## config.mk

```make
export PLATFORM = sky130hd
export DESIGN_NAME = block_scheduler_flat
export DESIGN_NICKNAME = d
export VERILOG_FILES = /design/src/rtl/block_scheduler_pkg.sv /design/src/rtl/block_scheduler_if.sv /design/src/rtl/block_scheduler_pb_slot.sv /design/src/rtl/block_scheduler.sv /design/src/flat_wrapper.sv
export SDC_FILE = /design/constraint.sdc
export NUM_CORES = 1
export LEC_CHECK = 0
export ABC_AREA = 1
export BUFFER_PORTS_ARGS = -buffer_cell sky130_fd_sc_hd__buf_4
export CORE_MARGIN = 2
export CORE_UTILIZATION = 63
export CTS_BUF_LIST = sky130_fd_sc_hd__clkbuf_8
export CTS_CLUSTER_SIZE = 14
export DETAILED_ROUTE_END_ITERATION = 8
export GPL_ROUTABILITY_DRIVEN = 0
export HOLD_SLACK_MARGIN = 0.03
export PLACE_DENSITY = 0.9
export RECOVER_POWER = 25
export SLEW_MARGIN = 20
export SYNTH_ARGS = -nofsm -noshare
export SYNTH_HDL_FRONTEND = slang
export SYNTH_SLANG_ARGS = --single-unit
```

## constraint.sdc

```tcl
create_clock -name clock -period 11.78 [get_ports clock]
set_input_delay 0 -clock clock [delete_from_list [all_inputs] [get_ports clock]]
set_output_delay 0 -clock clock [all_outputs]
set_load 0.01 [all_outputs]
```

## src/rtl/block_scheduler_pkg.sv

```systemverilog
// Shared types and helpers for the grid-launch block scheduler.
package sched_pkg;

  localparam int MAX_PB = 16;

  typedef enum logic [1:0] {
    PB_IDLE,
    PB_ARM,
    PB_GUARD,
    PB_RUN
  } pb_state_t;

  typedef enum logic {
    S_IDLE,
    S_RUN
  } top_state_t;

  // Index of the lowest set bit, or MAX_PB when no bit is set.
  function automatic int lowest_idx(input logic [MAX_PB-1:0] v);
    lowest_idx = MAX_PB;
    for (int i = MAX_PB - 1; i >= 0; i--) begin
      if (v[i]) lowest_idx = i;
    end
  endfunction

endpackage

```

## src/rtl/block_scheduler_if.sv

```systemverilog
// Host launch and processing-block array signals of the block scheduler.
interface block_scheduler_if #(
  parameter int NUM_PB = 4,
  parameter int IDX_W  = 16
);
  logic                    start;
  logic [IDX_W-1:0]        num_blocks;
  logic [NUM_PB-1:0]       pb_finished;
  logic [NUM_PB-1:0]       pb_reset;
  logic [NUM_PB*IDX_W-1:0] pb_block_idx;
  logic                    busy;
  logic                    done;
  logic [IDX_W-1:0]        blocks_done;

  modport master (
    output start, num_blocks, pb_finished,
    input  pb_reset, pb_block_idx, busy, done, blocks_done
  );

  modport slave (
    input  start, num_blocks, pb_finished,
    output pb_reset, pb_block_idx, busy, done, blocks_done
  );
endinterface

```

## src/rtl/block_scheduler_pb_slot.sv

```systemverilog
// One processing-block slot: reset sequencing FSM plus the block index it was given.
module pb_slot
  import sched_pkg::*;
#(
  parameter int IDX_W = 16
) (
  input  logic             clock,
  input  logic             reset,
  input  logic             dispatch,
  input  logic [IDX_W-1:0] idx_in,
  input  logic             finished,
  output logic             pb_reset,
  output logic [IDX_W-1:0] idx_out,
  output logic             is_idle,
  output logic             retire
);

  pb_state_t        state_reg, state_next;
  logic             pb_reset_reg;
  logic [IDX_W-1:0] idx_reg;

  always_ff @(posedge clock) begin
    if (reset) begin
      state_reg    <= PB_IDLE;
      pb_reset_reg <= 1'b1;
      idx_reg      <= '0;
    end else begin
      state_reg    <= state_next;
      pb_reset_reg <= (state_next == PB_IDLE) || (state_next == PB_ARM);
      if (dispatch && (state_reg == PB_IDLE)) idx_reg <= idx_in;
    end
  end

  // The guard cycle skips finished: the PB may still show the halt of its previous block.
  always_comb begin
    state_next = state_reg;
    retire     = 1'b0;
    case (state_reg)
      PB_IDLE:  if (dispatch) state_next = PB_ARM;
      PB_ARM:   state_next = PB_GUARD;
      PB_GUARD: state_next = PB_RUN;
      PB_RUN: begin
        if (finished) begin
          retire     = 1'b1;
          state_next = PB_IDLE;
        end
      end
      default:  state_next = PB_IDLE;
    endcase
  end

  assign pb_reset = pb_reset_reg;
  assign idx_out  = idx_reg;
  assign is_idle  = (state_reg == PB_IDLE);

endmodule

```

## src/rtl/block_scheduler.sv

```systemverilog
// Dispatches grid block indices over NUM_PB processing blocks and reports launch completion.
module block_scheduler
  import sched_pkg::*;
#(
  parameter int NUM_PB = 4,
  parameter int IDX_W  = 16
) (
  input  logic         clock,
  input  logic         reset,
  block_scheduler_if.slave bus
);

  top_state_t        state_reg, state_next;
  logic [IDX_W-1:0]  count_reg, count_next;
  logic [IDX_W-1:0]  next_idx_reg, next_idx_next;
  logic [IDX_W-1:0]  blocks_done_reg, blocks_done_next;
  logic              done_reg, done_next;

  logic [NUM_PB-1:0] idle_vec;
  logic [NUM_PB-1:0] retire_vec;
  logic [NUM_PB-1:0] dispatch_vec;
  logic [NUM_PB-1:0] pb_reset_vec;
  logic              dispatch_en;
  int                grant_idx;
  logic [4:0]        retire_cnt;
  logic [IDX_W:0]    done_sum;

  always_ff @(posedge clock) begin
    if (reset) begin
      state_reg       <= S_IDLE;
      count_reg       <= '0;
      next_idx_reg    <= '0;
      blocks_done_reg <= '0;
      done_reg        <= 1'b0;
    end else begin
      state_reg       <= state_next;
      count_reg       <= count_next;
      next_idx_reg    <= next_idx_next;
      blocks_done_reg <= blocks_done_next;
      done_reg        <= done_next;
    end
  end

  always_comb begin
    state_next       = state_reg;
    count_next       = count_reg;
    next_idx_next    = next_idx_reg;
    blocks_done_next = blocks_done_reg;
    done_next        = 1'b0;
    dispatch_en      = 1'b0;
    grant_idx        = lowest_idx(MAX_PB'(idle_vec));

    retire_cnt = '0;
    for (int i = 0; i < NUM_PB; i++) begin
      retire_cnt = retire_cnt + 5'(retire_vec[i]);
    end
    done_sum = {1'b0, blocks_done_reg} + (IDX_W + 1)'(retire_cnt);

    case (state_reg)
      S_IDLE: begin
        if (bus.start) begin
          count_next       = bus.num_blocks;
          next_idx_next    = '0;
          blocks_done_next = '0;
          state_next       = S_RUN;
        end
      end
      S_RUN: begin
        // Only slots idle at the start of the cycle are eligible, so a slot
        // retiring now waits one cycle before it can be re-armed.
        dispatch_en = (next_idx_reg < count_reg) && (|idle_vec);
        if (dispatch_en) next_idx_next = next_idx_reg + IDX_W'(1);
        if (done_sum > {1'b0, count_reg}) blocks_done_next = count_reg;
        else                              blocks_done_next = done_sum[IDX_W-1:0];
        if ((next_idx_reg == count_reg) && (&idle_vec)) begin
          state_next = S_IDLE;
          done_next  = 1'b1;
        end
      end
      default: state_next = S_IDLE;
    endcase

    for (int i = 0; i < NUM_PB; i++) begin
      dispatch_vec[i] = dispatch_en && (grant_idx == i);
    end
  end

  for (genvar gi = 0; gi < NUM_PB; gi++) begin : g_slot
    pb_slot #(
      .IDX_W(IDX_W)
    ) u_slot (
      .clock    (clock),
      .reset    (reset),
      .dispatch (dispatch_vec[gi]),
      .idx_in   (next_idx_reg),
      .finished (bus.pb_finished[gi]),
      .pb_reset (pb_reset_vec[gi]),
      .idx_out  (bus.pb_block_idx[gi*IDX_W +: IDX_W]),
      .is_idle  (idle_vec[gi]),
      .retire   (retire_vec[gi])
    );
  end

  assign bus.pb_reset    = pb_reset_vec;
  assign bus.busy        = (state_reg == S_RUN);
  assign bus.done        = done_reg;
  assign bus.blocks_done = blocks_done_reg;

endmodule

```

## src/flat_wrapper.sv

```systemverilog
// flat-port wrapper written by rule: the top's interface ports become plain ports
module block_scheduler_flat import sched_pkg::*;
#(
  parameter int NUM_PB = 4,
  parameter int IDX_W  = 16
)
  (clock, reset, bus_start, bus_num_blocks, bus_pb_finished, bus_pb_reset, bus_pb_block_idx, bus_busy, bus_done, bus_blocks_done);
  block_scheduler_if #(.NUM_PB(NUM_PB), .IDX_W(IDX_W)) bus_i ();
  input  logic clock;
  input  logic reset;
  input wire logic [$bits(bus_i.start)-1:0] bus_start;
  input wire logic [$bits(bus_i.num_blocks)-1:0] bus_num_blocks;
  input wire logic [$bits(bus_i.pb_finished)-1:0] bus_pb_finished;
  output wire logic [$bits(bus_i.pb_reset)-1:0] bus_pb_reset;
  output wire logic [$bits(bus_i.pb_block_idx)-1:0] bus_pb_block_idx;
  output wire logic [$bits(bus_i.busy)-1:0] bus_busy;
  output wire logic [$bits(bus_i.done)-1:0] bus_done;
  output wire logic [$bits(bus_i.blocks_done)-1:0] bus_blocks_done;
  assign bus_i.start = bus_start;
  assign bus_i.num_blocks = bus_num_blocks;
  assign bus_i.pb_finished = bus_pb_finished;
  assign bus_pb_reset = bus_i.pb_reset;
  assign bus_pb_block_idx = bus_i.pb_block_idx;
  assign bus_busy = bus_i.busy;
  assign bus_done = bus_i.done;
  assign bus_blocks_done = bus_i.blocks_done;
  block_scheduler #(.NUM_PB(NUM_PB), .IDX_W(IDX_W)) u_core (.clock(clock), .reset(reset), .bus(bus_i));
endmodule
```

==> results_dict.tcl <==
set metrics [dict create \
    status "completed" \
    grt_pass1_wl_mm 31.15 \
    synth_edf_count 0 \
    syn_to_final_growth_pct 16.57 \
    start_kind "flop" \
    fin_setup_tns_ns 0 \
    io_pins 109 \
    largest_reg_flops 64 \
    netlist_area_um2 6749 \
    setup_viol 0 \
    fin_util_pct 75.87 \
    cts_root_buf "clkbuf_8" \
    critPathTopFamily "simple AND/OR/NAND/NOR gates" \
    drt_first_pass_iters 7 \
    syn_area_per_cell_um2 7.203 \
    dpl-instance-area_um2 7432 \
    die_area_um2 11560 \
    dominantRegCellSynth "dfxtp_1" \
    max_freq_mhz 215.6 \
    hold_viol_final 0 \
    antenna_found_initial 0 \
    period_share_pct 39.38 \
    setup_slack_ns 7.141 \
    cp.required_ns 12.07 \
    start_util_pct 65.08 \
    ys_seq_area_share_pct 37.37 \
    synth-seq-cells 126 \
    arrival_ns 4.93 \
    die_w_um 107.5 \
    vias 6964 \
    yosysWarnings 0 \
    synthCells 937 \
    rrSetupSlack_ns 7.14 \
    cpMostUsedCell "inv_1" \
    crit_chain "inv_1 -> nor3_1 -> inv_1 -> fa_1 -> inv_1 -> ha_1 -> inv_1 -> fa_1 -> o21ai_4 -> nand2_4 -> nor2_1 -> xor2_1 -> inv_1 -> ha_1 -> a21oi_1 -> nor2_1 -> nor3_1 -> nand2_4 -> nand2_4 -> nand2_1 -> nand3_1 -> a21oi_1" \
    die_h_um 107.5 \
    min_period_ns 4.639 \
    drc 0 \
    cpPeakStageDelay_ns 0.44 \
    drive_gt1_share_pct 12.50 \
    cts_buffers 17 \
    avgRoutedWirePerCell_um 16.65 \
    synth_cell_types 43 \
    h-tree-depth 4 \
    clockBufferDepth 2 \
    path_max_fanout 17 \
    detail_route.wirelength_mm 19.58 \
    io_buffers 108 \
    synth_nets 1000 \
    async_flop_share_pct 0 \
    grt_pass1_vias 6402 \
    grt_usage_pct 34.18 \
    rows 37 \
    grt_overflow 0 \
    max-cap-violations 0 \
    pre_cts_ws_ns 7.372 \
    diodes 0 \
    maxSlewHeadroom_pct 29.80 \
    coreArea_um2 10370 \
    fin_area_um2 7868 \
    cts_sinks 126 \
    slowest_stage "fa_1" \
    final_nets 1090 \
    ant_nets 0 \
    maxSlewViolCount 0 \
    tightestPinTransition_ns 1.047 \
    clk_pin_slew_ns 0.08 \
    hpwl_mm 11.93 \
    min_path_type "input port to flop" \
    clk_latency_ns 0.46 \
    path_buf_inv 5 \
    endpoint_kind "flop" \
    grt_max_degree 88 \
    powerDensity_nw_per_um2 158.3 \
    cts_tree "yes" \
    peakVddDrop_mv 0.09430 \
    power_leakage_nw 3.434 \
    vias_per_cell 5.922 \
    clock-skew-final_ns 0.01382 \
    drt_iter0_drc 780 \
    rsz0062_at_grt "false" \
    worstSetupPathType "flop to flop" \
]
logic make-up (layout without fill, tap and decap cells):
family          after synthesis  count (layout)  synth area share (%)
simple gates                440             440                 30.68
buf+inv                     173             276                 11.14
flops                       126             126                 37.37
compound gates              144             144                 11.35
fa+ha+maj                    40              40                 7.638
xor+xnor                     14              14                 1.817
worst reg2reg max path, cell delays in order, from the launching register on:
cell	delay [ns]
dfxtp_1	0.35
inv_1	0.08
nor3_1	0.35
inv_1	0.13
fa_1	0.44
inv_1	0.06
ha_1	0.15
inv_1	0.05
fa_1	0.44
o21ai_4	0.26
nand2_4	0.11
nor2_1	0.13
xor2_1	0.22
inv_1	0.07
ha_1	0.33
a21oi_1	0.21
nor2_1	0.08
nor3_1	0.33
nand2_4	0.20
nand2_4	0.24
nand2_1	0.09
nand3_1	0.08
a21oi_1	0.09
cells in the mapped netlist (2+ instances only):
library cell    n  share of area, %
a21o_1          2              0.22
nand2_1       195                11
dfxtp_1       126                37
nor2_2          3              0.28
buf_6           5              0.83
nor3b_1         2              0.22
xor2_1          9               1.2
a21oi_1       112               8.3
ha_1           38               7.0
nand4_1        61               5.7
nor3_1         15               1.1
o21ai_0        23               1.7
fa_1            2              0.59
buf_2          15               1.1
nor2_4          2              0.33
buf_1           3              0.17
nor4_1          2              0.19
xnor2_1         5              0.65
buf_4          12               1.3
nand3_1        62               4.6
nand2_2        11               1.0
clkbuf_1       28               1.6
or2_2           2              0.19
nand3_2         4              0.59
inv_1         107               6.0
nand2_4         3              0.50
nor2_1         72               4.0
final timing paths:
kind / from / endpoint / cells after the start
max: u_core.g_slot[2].u_slot.state_reg[1] / u_core.bus.blocks_done[14] / 22
min: reset / u_core.g_slot[2].u_slot.idx_out[2] / 2
max reg2reg: u_core.g_slot[2].u_slot.state_reg[1] / u_core.bus.blocks_done[14] / 22
min reg2reg: u_core.g_slot[2].u_slot.idx_out[8] / u_core.g_slot[2].u_slot.idx_out[8] / 2
layer usage:
layer  wire [µm]  up-vias  track usage [%]
met5           0        -                0
met4         827        0            15.20
met3        1834       78            5.932
met2        9312      443            56.42
met1        7603     3188            43.75
li1            -     3255                -
per-stage QoR:
step | power (mW) | hold slack [ns] | std cells
2_1_floorplan | 0.7566 | 0.1760 | 937
3_5_place_dp | 0.8360 | 0.2861 | 1123
6_report | 1.246 | 0.1696 | 1176
3_3_place_gp | 0.8246 | 0.2839 | 1123
4_1_cts | 1.230 | 0.1566 | 1176
5_1_grt | 1.302 | 0.1947 | 1176
layout by cell type, fill, tap and decap left out, types with 5 or more instances in the layout:
cell           synthesis  final
a21oi_1              112    112
buf_4                 12     63
clkbuf_1              28     51
clkbuf_8               0     18
dfxtp_1              126    126
dlygate4sd3_1          0     21
ha_1                  38     38
inv_1                107    107
nand2_1              195    195
nand2_2               11     11
nand3_1               62     62
nand4_1               61     61
nor2_1                72     70
nor2_2                 3      5
nor3_1                15     15
o21ai_0               23     23
xnor2_1                5      5
xor2_1                 9      9
layout make-up:
class,count,area [µm²]
multi-input combinational,638,3486
tap,136,170.2
fill,778,2502
clock inverter,14,157.7
clock buffer,18,247.7
sequential,126,2522
inverter,109,409.1
timing repair buffer,135,874.6
timing repair:
action,CTS,global route
buffers inserted,0,0
gates resized for setup,0,0
hold buffers,21,0
hold endpoints to repair,27,0
power breakdown:
| group | internal (mW) | switching, mW | total [mW] |
|---|---|---|---|
| Clock | 0.198 | 0.197 | 0.395 |
| Combinational | 0.127 | 0.241 | 0.368 |
| Sequential | 0.453 | 0.0301 | 0.483 |
No activity file was read; power rests on OpenSTA's default activity.
